<file path="config.mk">
export PLATFORM = sky130hd
export DESIGN_NAME = seq_signed_div_flat
export DESIGN_NICKNAME = d
export VERILOG_FILES = /design/src/rtl/seq_signed_div_pkg.sv /design/src/rtl/seq_signed_div_if.sv /design/src/rtl/seq_signed_div_step.sv /design/src/rtl/seq_signed_div.sv /design/src/flat_wrapper.sv
export SDC_FILE = /design/constraint.sdc
export NUM_CORES = 1
export LEC_CHECK = 0
export CAP_MARGIN = 20
export CORE_UTILIZATION = 45
export CTS_CLUSTER_SIZE = 16
export DETAILED_ROUTE_END_ITERATION = 12
export MAX_ROUTING_LAYER = met4
export PLACE_DENSITY = 0.67
export REMOVE_ABC_BUFFERS = 1
export SLEW_MARGIN = 20
export SYNTH_ARGS = -nofsm -noshare
export SYNTH_HDL_FRONTEND = slang
export SYNTH_SLANG_ARGS = --single-unit
</file>
<file path="constraint.sdc">
create_clock -name clk -period 10.5 [get_ports clk]
set_input_delay 1.05 -clock clk [delete_from_list [all_inputs] [get_ports clk]]
set_output_delay 1.05 -clock clk [all_outputs]
set_load 0.01 [all_outputs]
</file>
<file path="src/rtl/seq_signed_div_pkg.sv">
`default_nettype none
// ============================================================================
// Module   : seq_signed_div_pkg
// Brief    : Shared types and helpers for the iterative signed/unsigned divider
// Revision : 1.0 - initial release
// ============================================================================
package seq_signed_div_pkg;

    typedef enum logic [2:0] {
        S_IDLE = 3'd0,
        S_PREP = 3'd1,
        S_ITER = 3'd2,
        S_FIX  = 3'd3,
        S_DONE = 3'd4
    } state_t;

    // Width of the iteration counter that walks WIDTH-1 down to 0
    function automatic int cnt_width(input int w);
        return (w <= 2) ? 1 : $clog2(w);
    endfunction

endpackage : seq_signed_div_pkg
`default_nettype wire

</file>
<file path="src/rtl/seq_signed_div_if.sv">
`default_nettype none
// ============================================================================
// Module   : seq_signed_div_if
// Brief    : Request/result bundle between a divider client and the divider
// Revision : 1.0 - initial release
// ============================================================================
interface seq_signed_div_if #(
    parameter int WIDTH = 32
);
    logic                   start;
    logic                   signed_mode;
    logic [2*WIDTH-1:0]     dividend;
    logic [WIDTH-1:0]       divisor;
    logic                   busy;
    logic                   done;
    logic [WIDTH-1:0]       quotient;
    logic [WIDTH-1:0]       remainder;
    logic                   div_zero;
    logic                   overflow;

    modport master (
        output start, signed_mode, dividend, divisor,
        input  busy, done, quotient, remainder, div_zero, overflow
    );

    modport slave (
        input  start, signed_mode, dividend, divisor,
        output busy, done, quotient, remainder, div_zero, overflow
    );

endinterface : seq_signed_div_if
`default_nettype wire

</file>
<file path="src/rtl/seq_signed_div_step.sv">
`default_nettype none
// ============================================================================
// Module   : seq_signed_div_step
// Brief    : One combinational restoring-division step (shift in bit, try subtract)
// Revision : 1.0 - initial release
// ============================================================================
module seq_signed_div_step #(
    parameter int WIDTH = 32
) (
    input  wire logic [WIDTH-1:0] i_p,
    input  wire logic             i_bit,
    input  wire logic [WIDTH-1:0] i_divisor,
    output logic      [WIDTH-1:0] o_p,
    output logic                  o_q
);

    logic [WIDTH:0]   w_shift;
    logic [WIDTH-1:0] w_diff;

    assign w_shift = {i_p, i_bit};
    // i_p < i_divisor on entry, so a successful subtraction always fits WIDTH bits
    assign w_diff  = w_shift[WIDTH-1:0] - i_divisor;
    assign o_q     = (w_shift >= {1'b0, i_divisor});
    assign o_p     = o_q ? w_diff : w_shift[WIDTH-1:0];

endmodule : seq_signed_div_step
`default_nettype wire

</file>
<file path="src/rtl/seq_signed_div.sv">
`default_nettype none
// ============================================================================
// Module   : seq_signed_div
// Brief    : Iterative 2W/W divider, one quotient bit per cycle, signed or unsigned
// Revision : 1.0 - initial release
// ============================================================================
module seq_signed_div
    import seq_signed_div_pkg::*;
#(
    parameter int WIDTH = 32
) (
    input  wire logic          clk,
    input  wire logic          reset,
    seq_signed_div_if.slave    bus
);

    localparam int c_CNT_W = cnt_width(WIDTH);

    state_t               r_state;
    state_t               w_state_nxt;
    logic                 w_busy;
    logic                 w_done;

    logic [2*WIDTH-1:0]   r_dvd;
    logic [WIDTH-1:0]     r_dvs;
    logic [WIDTH-1:0]     r_p;
    logic [WIDTH-1:0]     r_q;
    logic [c_CNT_W-1:0]   r_cnt;
    logic                 r_sgn;
    logic                 r_qneg;
    logic                 r_rneg;

    logic [WIDTH-1:0]     r_quot;
    logic [WIDTH-1:0]     r_rem;
    logic                 r_dz;
    logic                 r_ovf;

    logic                 w_sd;
    logic                 w_sv;
    logic [2*WIDTH-1:0]   w_dvd_mag;
    logic [WIDTH-1:0]     w_dvs_mag;
    logic                 w_dvs_zero;
    logic                 w_prep_ovf;

    logic [WIDTH-1:0]     w_p_nxt;
    logic                 w_q_bit;

    logic [WIDTH-1:0]     w_q_fix;
    logic [WIDTH-1:0]     w_r_fix;
    logic                 w_fix_ovf;

    // Operand conditioning, evaluated while in PREP on the raw latched operands
    assign w_sd       = r_sgn & r_dvd[2*WIDTH-1];
    assign w_sv       = r_sgn & r_dvs[WIDTH-1];
    assign w_dvd_mag  = w_sd ? (~r_dvd + 1'b1) : r_dvd;
    assign w_dvs_mag  = w_sv ? (~r_dvs + 1'b1) : r_dvs;
    assign w_dvs_zero = (r_dvs == '0);
    assign w_prep_ovf = (w_dvd_mag[2*WIDTH-1:WIDTH] >= w_dvs_mag);

    seq_signed_div_step #(
        .WIDTH     (WIDTH)
    ) u_step (
        .i_p       (r_p),
        .i_bit     (r_dvd[WIDTH-1]),
        .i_divisor (r_dvs),
        .o_p       (w_p_nxt),
        .o_q       (w_q_bit)
    );

    // Signed magnitude may reach 2^(W-1) only when the result is negative
    assign w_q_fix   = r_qneg ? (~r_q + 1'b1) : r_q;
    assign w_r_fix   = r_rneg ? (~r_p + 1'b1) : r_p;
    assign w_fix_ovf = r_sgn & (r_qneg ? (r_q[WIDTH-1] & (|r_q[WIDTH-2:0]))
                                       : r_q[WIDTH-1]);

    always_ff @(posedge clk) begin
        if (reset) begin
            r_state <= S_IDLE;
        end else begin
            r_state <= w_state_nxt;
        end
    end

    always_comb begin
        w_state_nxt = r_state;
        w_busy      = 1'b1;
        w_done      = 1'b0;
        case (r_state)
            S_IDLE: begin
                w_busy = 1'b0;
                if (bus.start) begin
                    w_state_nxt = S_PREP;
                end
            end
            S_PREP: begin
                if (w_dvs_zero || w_prep_ovf) begin
                    w_state_nxt = S_DONE;
                end else begin
                    w_state_nxt = S_ITER;
                end
            end
            S_ITER: begin
                if (r_cnt == '0) begin
                    w_state_nxt = S_FIX;
                end
            end
            S_FIX: begin
                w_state_nxt = S_DONE;
            end
            S_DONE: begin
                w_done      = 1'b1;
                w_state_nxt = S_IDLE;
            end
            default: begin
                w_busy      = 1'b0;
                w_state_nxt = S_IDLE;
            end
        endcase
    end

    always_ff @(posedge clk) begin
        if (reset) begin
            r_dvd  <= '0;
            r_dvs  <= '0;
            r_p    <= '0;
            r_q    <= '0;
            r_cnt  <= '0;
            r_sgn  <= 1'b0;
            r_qneg <= 1'b0;
            r_rneg <= 1'b0;
            r_quot <= '0;
            r_rem  <= '0;
            r_dz   <= 1'b0;
            r_ovf  <= 1'b0;
        end else begin
            case (r_state)
                S_IDLE: begin
                    if (bus.start) begin
                        r_dvd <= bus.dividend;
                        r_dvs <= bus.divisor;
                        r_sgn <= bus.signed_mode;
                    end
                end
                S_PREP: begin
                    r_dvd  <= w_dvd_mag;
                    r_dvs  <= w_dvs_mag;
                    r_p    <= w_dvd_mag[2*WIDTH-1:WIDTH];
                    r_q    <= '0;
                    r_cnt  <= c_CNT_W'(WIDTH - 1);
                    r_qneg <= w_sd ^ w_sv;
                    r_rneg <= w_sd;
                    if (w_dvs_zero) begin
                        r_quot <= '1;
                        r_rem  <= r_dvd[WIDTH-1:0];
                        r_dz   <= 1'b1;
                        r_ovf  <= 1'b0;
                    end else if (w_prep_ovf) begin
                        r_quot <= '0;
                        r_rem  <= '0;
                        r_dz   <= 1'b0;
                        r_ovf  <= 1'b1;
                    end
                end
                S_ITER: begin
                    r_p   <= w_p_nxt;
                    r_q   <= {r_q[WIDTH-2:0], w_q_bit};
                    r_dvd <= {r_dvd[2*WIDTH-2:0], 1'b0};
                    r_cnt <= r_cnt - 1'b1;
                end
                S_FIX: begin
                    r_dz <= 1'b0;
                    if (w_fix_ovf) begin
                        r_quot <= '0;
                        r_rem  <= '0;
                        r_ovf  <= 1'b1;
                    end else begin
                        r_quot <= w_q_fix;
                        r_rem  <= w_r_fix;
                        r_ovf  <= 1'b0;
                    end
                end
                default: begin
                end
            endcase
        end
    end

    assign bus.busy      = w_busy;
    assign bus.done      = w_done;
    assign bus.quotient  = r_quot;
    assign bus.remainder = r_rem;
    assign bus.div_zero  = r_dz;
    assign bus.overflow  = r_ovf;

endmodule : seq_signed_div
`default_nettype wire
</file>
<file path="src/flat_wrapper.sv">
// flat-port wrapper written by rule: the top's interface ports become plain ports
module seq_signed_div_flat import seq_signed_div_pkg::*;
#(
    parameter int WIDTH = 32
)
  (clk, reset, bus_start, bus_signed_mode, bus_dividend, bus_divisor, bus_busy, bus_done, bus_quotient, bus_remainder, bus_div_zero, bus_overflow);
  seq_signed_div_if #(.WIDTH(WIDTH)) bus_i ();
  input  wire logic clk;
  input  wire logic reset;
  input wire logic [$bits(bus_i.start)-1:0] bus_start;
  input wire logic [$bits(bus_i.signed_mode)-1:0] bus_signed_mode;
  input wire logic [$bits(bus_i.dividend)-1:0] bus_dividend;
  input wire logic [$bits(bus_i.divisor)-1:0] bus_divisor;
  output wire logic [$bits(bus_i.busy)-1:0] bus_busy;
  output wire logic [$bits(bus_i.done)-1:0] bus_done;
  output wire logic [$bits(bus_i.quotient)-1:0] bus_quotient;
  output wire logic [$bits(bus_i.remainder)-1:0] bus_remainder;
  output wire logic [$bits(bus_i.div_zero)-1:0] bus_div_zero;
  output wire logic [$bits(bus_i.overflow)-1:0] bus_overflow;
  assign bus_i.start = bus_start;
  assign bus_i.signed_mode = bus_signed_mode;
  assign bus_i.dividend = bus_dividend;
  assign bus_i.divisor = bus_divisor;
  assign bus_busy = bus_i.busy;
  assign bus_done = bus_i.done;
  assign bus_quotient = bus_i.quotient;
  assign bus_remainder = bus_i.remainder;
  assign bus_div_zero = bus_i.div_zero;
  assign bus_overflow = bus_i.overflow;
  seq_signed_div #(.WIDTH(WIDTH)) u_core (.clk(clk), .reset(reset), .bus(bus_i));
endmodule
</file>
* After elaboration in Yosys (flattened, before gate mapping)
Index checks and enable logic that the tools add are counted.
** Word-level totals
- Register bits :: 237
- Logic and storage cells :: 88
** Operators by class
- Add/sub/neg operators :: 6
- $lt $le $gt $ge :: 2
- Eq/ne operators :: 8
- Multiplexer cells :: 33
- Bitwise gates (word level) :: 9
- Reduce and logical (&&, ||, !) cells :: 16
** Operators with widths (count)
- $mux W32 :: 10
- $pmux W32 S2 :: 5
- $pmux W64 S3 :: 1
- $mux W64 :: 2
- $add A32 B1 Y32 const B :: 3
- $not A32 Y32 :: 3
- $add A64 B1 Y64 const B :: 1
- $not A64 Y64 :: 1
- $ge A33 B32 Y1 :: 1
- $ge A32 B32 Y1 :: 1
- $logic_not A32 Y1 :: 1
- $sub A32 B32 Y32 :: 1
- $reduce_or A31 Y1 :: 1
- $pmux W3 S4 :: 1
- $pmux W5 S2 :: 1
- $reduce_and A2 Y1 :: 5
- $mux W3 :: 3
- $mux W1 :: 8
- $eq A3 B2 Y1 const B :: 2
- $reduce_bool A2 Y1 :: 3
- $logic_not A5 Y1 :: 1
- $sub A5 B1 Y5 const B :: 1
- $and A1 B1 Y1 :: 4
- $ne A2 B1 Y1 const B :: 2
- 11 further kinds :: 12

* Logic depth before layout (Yosys ltp)
- Word-level depth :: 7
- Depth in mapped cells :: 20
- Mapped depth without buffers :: 18

* Hierarchy
From an unflattened synthesis, not the netlist that was laid out.
** Second synthesis, totals
- Cell total of the unflattened synthesis :: 2163
- Area total of the unflattened synthesis :: 17071.4 µm²
** By module, submodules not included
- seq_signed_div :: times used 1, cells an instance 1840, area an instance 14740.4 µm², sequential area each 4744.6 µm²
- seq_signed_div_step :: times used 1, cells an instance 323, area an instance 2331.0 µm², sequential area each 0.0 µm²

* Worst setup path before layout
OpenSTA, ideal clock, no wires.
- Path type :: register to register
- From :: register u_core.r_dvd[0]
- To :: register u_core.r_quot[23] (netlist: u_core.bus.quotient[23])
- Library setup time :: 128 ps
- Arrival time :: 4513 ps
- Slack :: 5860 ps
- Cell stages (with the launch flop) :: 19
- Path through :: dfxtp_1 -> inv_1 -> ha_1 -> or3b_2 -> nor4_1 -> nand3_1 -> or3_1 -> o41ai_4 -> xnor2_1 -> ha_1 -> nand4_1 -> nor3_1 -> a2111o_1 -> or3b_2 -> o21a_1 -> buf_6 -> buf_2 -> o22ai_1 -> nor2_1
** Between the ends
- Word-level cells in the longest chain between the ends :: 6
** Ends and longest elaborated chain
- start, declared :: RTL line seq_signed_div.sv:24 : logic [2*WIDTH-1:0] r_dvd;
- start signal, assigned :: RTL line seq_signed_div.sv:139 : r_dvd <= bus.dividend;
- start signal, assigned :: RTL line seq_signed_div.sv:145 : r_dvd <= w_dvd_mag;
- start signal, assigned :: RTL line seq_signed_div.sv:167 : r_dvd <= {r_dvd[2*WIDTH-2:0], 1'b0};
- $not A64 Y64 :: RTL line seq_signed_div.sv:55 : assign w_dvd_mag = w_sd ? (~r_dvd + 1'b1) : r_dvd;
- $add A64 B1 Y64 :: RTL line seq_signed_div.sv:55
- $mux W64 :: RTL line seq_signed_div.sv:55
- $ge A32 B32 Y1 :: RTL line seq_signed_div.sv:58 : assign w_prep_ovf = (w_dvd_mag[2*WIDTH-1:WIDTH] >= w_dvs_mag);
- $ne A3 B1 Y1 (no line)
- $reduce_and A2 Y1 (no line)
- end signal, assigned :: RTL line seq_signed_div.sv:177 : r_quot <= w_q_fix;
- end, declared :: RTL line seq_signed_div.sv:33 : logic [WIDTH-1:0] r_quot;
No other way between the ends. The select of a mux whose other input is x is not followed.
A chain may end at the register's enable or synchronous reset.

* Final worst setup path
- From :: register u_core.r_dvd[0]
- To :: register u_core.r_quot[0] (netlist: u_core.bus.quotient[0])
Same word-level chain as after synthesis.

==> impl_metrics.py <==
metrics = {
    "outcome": {
        "run_status": "finished, violations left",
        "failing_checks": "design-rule violations",
    },
    "cts": {
        "cts_sinks": 237,
        "clk_root_buffer_cell": "clkbuf_16",
        "path_clk_slew_ps": 60,
        "cts_inserted_buffers": 29,
        "cts.path.max_buffers": 3,
        "h-tree-depth": 1,
        "cts_tree": "built",
        "cts.repair.resized": 0,
        "cts_hold_buf": 0,
        "post_cts.repair.setup_buffers": 0,
        "clk_latency_worst_skew_pair_ps": 590,
    },
    "setup_path": {
        "critical_path_class": "reg2reg",
        "regToRegSetupSlack_ps": 4280,
        "critical_path.reg2reg.endpoint": "u_core.bus.quotient[0]",
        "worst_setup_path_start_kind": "register",
        "worst-endpoint-required_ps": 10930,
        "reg2regPathDepth": 18,
        "critPathMaxFanout": 68,
        "launching_point_of_the_worst_reg2reg_path": "u_core.r_dvd[0]",
        "worstPathArrival_ps": 6650,
        "setup.worst_path.end_class": "register",
    },
    "yosys": {
        "synthesis.yosys.warnings": 0,
        "synth_top_cell_by_area": "dfxtp_1",
        "ys.flop_type": "dfxtp_1",
        "synth.most_common_cell": "nor2_1",
        "seq_total_area_yosys": 0.291,
        "netlist_top_cells_count": "nor2_1 (304), dfxtp_1 (237), nand2_1 (172), a21oi_1 (162), o21ai_0 (145)",
        "synthesis.instances": 2150,
        "synth.cell_area_um2": 16300,
        "synth_edf_count": 0,
        "biggest_area_contributors_in_the_synthesized_netlist": "dfxtp_1 (29%), nor2_1 (7.0%), ha_1 (5.3%)",
        "ys_seq_elements": 237,
        "ys_types": 82,
        "synth.avg_cell_area_um2": 7.59,
        "synth_largest_type_area_fraction": 0.291,
        "ys_async_sr_fraction": 0,
    },
    "worst_hold_path": {
        "worstHoldPathType": "reg2reg",
        "timing.hold.worst_endpoint": "u_core.r_cnt[4]",
        "worst_hold_startpoint": "u_core.r_cnt[4]",
        "whs_path_depth": 1,
    },
    "floorplan": {
        "die_h_um": 192,
        "io-pin-count": 168,
        "fp.dieArea_um2": 37000,
        "floorplan.initialDensity": 0.458,
        "core.rowCount": 69,
        "floorplan.core_area_um2": 35700,
        "die_x_um": 192,
    },
    "timing": {
        "min_period_over_period": 0.592,
        "timing.final.max_slew_violations": 0,
        "finalClockSkew_ps": 20.5,
        "timing.hold.ws_ps": 483,
        "timing_hold_violations_final": 0,
        "tightestPinTransition_ps": 1060,
        "timing.final.crit_period_ps": 6220,
        "max_slew_margin": 0.293,
        "finalSetupViolCount": 0,
        "rsz0062_at_grt": "false",
        "fmaxAchievable_ghz": 0.161,
        "worst_slack_ps": 4280,
        "setup_total_negative_slack_ps": 0,
    },
    "grt": {
        "overflow": 0,
        "gr-usage-all-layers": 0.304,
        "grt_antenna_before_repair": 0,
        "grt_pass1_wl_mm": 86.7,
        "grt_pass1_vias": 15500,
        "maximum_number_of_pins_on_one_net_before_global_route_repair": 83,
    },
    "finish": {
        "num-fill-cells": 3465,
        "final_net_count": 2379,
        "n_antenna_cell": 0,
        "final_layout_size_suffix_gt1_frac": 0.0547,
        "syn2layout_area_growth_pct": 17.2,
        "layoutNonFillerInstCount": 2693,
        "footprint_of_the_flip_flops_and_latches_um2": 4740,
        "multi_input_comb_area_um2": 10800,
    },
    "power": {
        "power.static_leakage_nw": 7.17,
        "irDropWorstVdd_uv": 185,
        "power_per_cell_area_nw_per_um2": 335,
        "fin_total_pwr_w": 0.00641,
    },
    "drt": {
        "route.met3.wl_mm": 4.05,
        "vias": 16800,
        "drtAntennaViolNets": 0,
        "wl_met1_mm": 25.2,
        "drt_iter0_drc": 1694,
        "drc": 32,
        "via_per_inst": 6.22,
        "wire_per_inst_um": 20.7,
        "routed-wl-met2_mm": 25.0,
        "wl_mm": 55.7,
        "drt_pre_antenna_iters": 10,
        "uppermost_signal_routing_layer_after_detailed_routing": "met4",
    },
    "placed_design": {
        "place.detailed.instances": 2639,
        "routabilityCongestion": 0.932,
        "place.detailed.hpwl_mm": 39.8,
        "numPortBuffers": 167,
        "detailedPlace.worstSlack_ps": 4360,
    },
    "flow_run": {
        "max-cap-violations": 0,
    },
}
## layout make-up
type	count	share of cell area
Tap cell	461	0.0301
Clock buffer	39	0.0420
Timing Repair Buffer	188	0.0957
Sequential cell	237	0.248
Multi-Input combinational cell	1700	0.564
Clock inverter	15	0.0102
Inverter	53	0.0104
## per-stage QoR
step | utilization | instance area, um^2
after floorplan | - | 15700
after global placement | 0.509 | 18100
after detailed placement | 0.509 | 18100
after CTS | 0.537 | 19100
after global routing | 0.537 | 19100
final | 0.537 | 19100
## how the worst max path moves through the flow
stage	start	end	slack (ps)	cells after the start
floorplan	u_core.r_state[1]	u_core.r_dvd[13]	-3260	7
global placement	u_core.r_dvd[0]	u_core.bus.quotient[5]	4590	18
detailed placement	u_core.r_dvd[0]	u_core.bus.quotient[5]	4360	18
CTS	u_core.r_dvd[0]	u_core.bus.quotient[5]	4330	18
global route	u_core.r_dvd[0]	u_core.bus.remainder[2]	3700	18
finish	u_core.r_dvd[0]	u_core.bus.quotient[0]	4280	18
## power by group
group	internal (W)	leakage (nW)	switching [W]
registers	0.00116	1.94	0.000385
clock network	0.000636	0.491	0.000434
logic	0.00146	4.75	0.00233
total	0.00326	7.17	0.00315
## placed cells by master, fill, tap and decap left out, drive strengths merged, types with 27 or more instances in the layout
cell           count
mux2i             32
inv               54
o22ai             27
clkbuf            39
nand2            172
ha                69
a22oi             70
nand3             36
a221oi            37
a21o              32
a211oi            73
xnor2             61
nor3              75
a21oi            162
o21ai            147
clkdlybuf4s50    166
dfxtp            237
xor2              83
nor2             306
o31ai             38
## registers in the layout, summed over array words and instances (netlist names)
signal,count
u_core.r_p,32
u_core.r_qneg,1
u_core.r_q,32
u_core.bus.overflow,1
u_core.r_dvd,64
u_core.r_sgn,1
u_core.bus.div_zero,1
u_core.r_rneg,1
u_core.r_state,3
u_core.bus.quotient,32
u_core.r_cnt,5
u_core.bus.remainder,32
u_core.r_dvs,32
## critical path, cell delays in order (launching register included)
cell      delay [ps]
dfxtp_1          370
inv_1             90
ha_1             190
or3b_2           500
nor4_1           460
nand3_1          410
or3_1            560
o41ai_4          370
xnor2_1          160
ha_1             300
nand4_1          130
nor3_1           320
nand2_1          130
a2111o_1         340
a31oi_1          240
o21a_4           410
buf_4            670
mux2i_1          290
nor2_1            60
## kinds of logic after synthesis
logic type / share of synthesized area
AOI/OAI and AO/OA: 0.294
xor gates and xnor gates: 0.0773
adders and majority gates: 0.0541
buffers and inverters: 0.0524
DFF: 0.291
muxes: 0.0210
and+or+nand+nor: 0.210
## routing by layer
layer | vias to the layer above | track usage
met5 | - | -
met4 | 0 | 0.0742
met3 | 92 | 0.0393
met2 | 625 | 0.473
met1 | 7986 | 0.414
li1 | 8047 | -
Note: power is estimated with default switching activity, not from simulation.
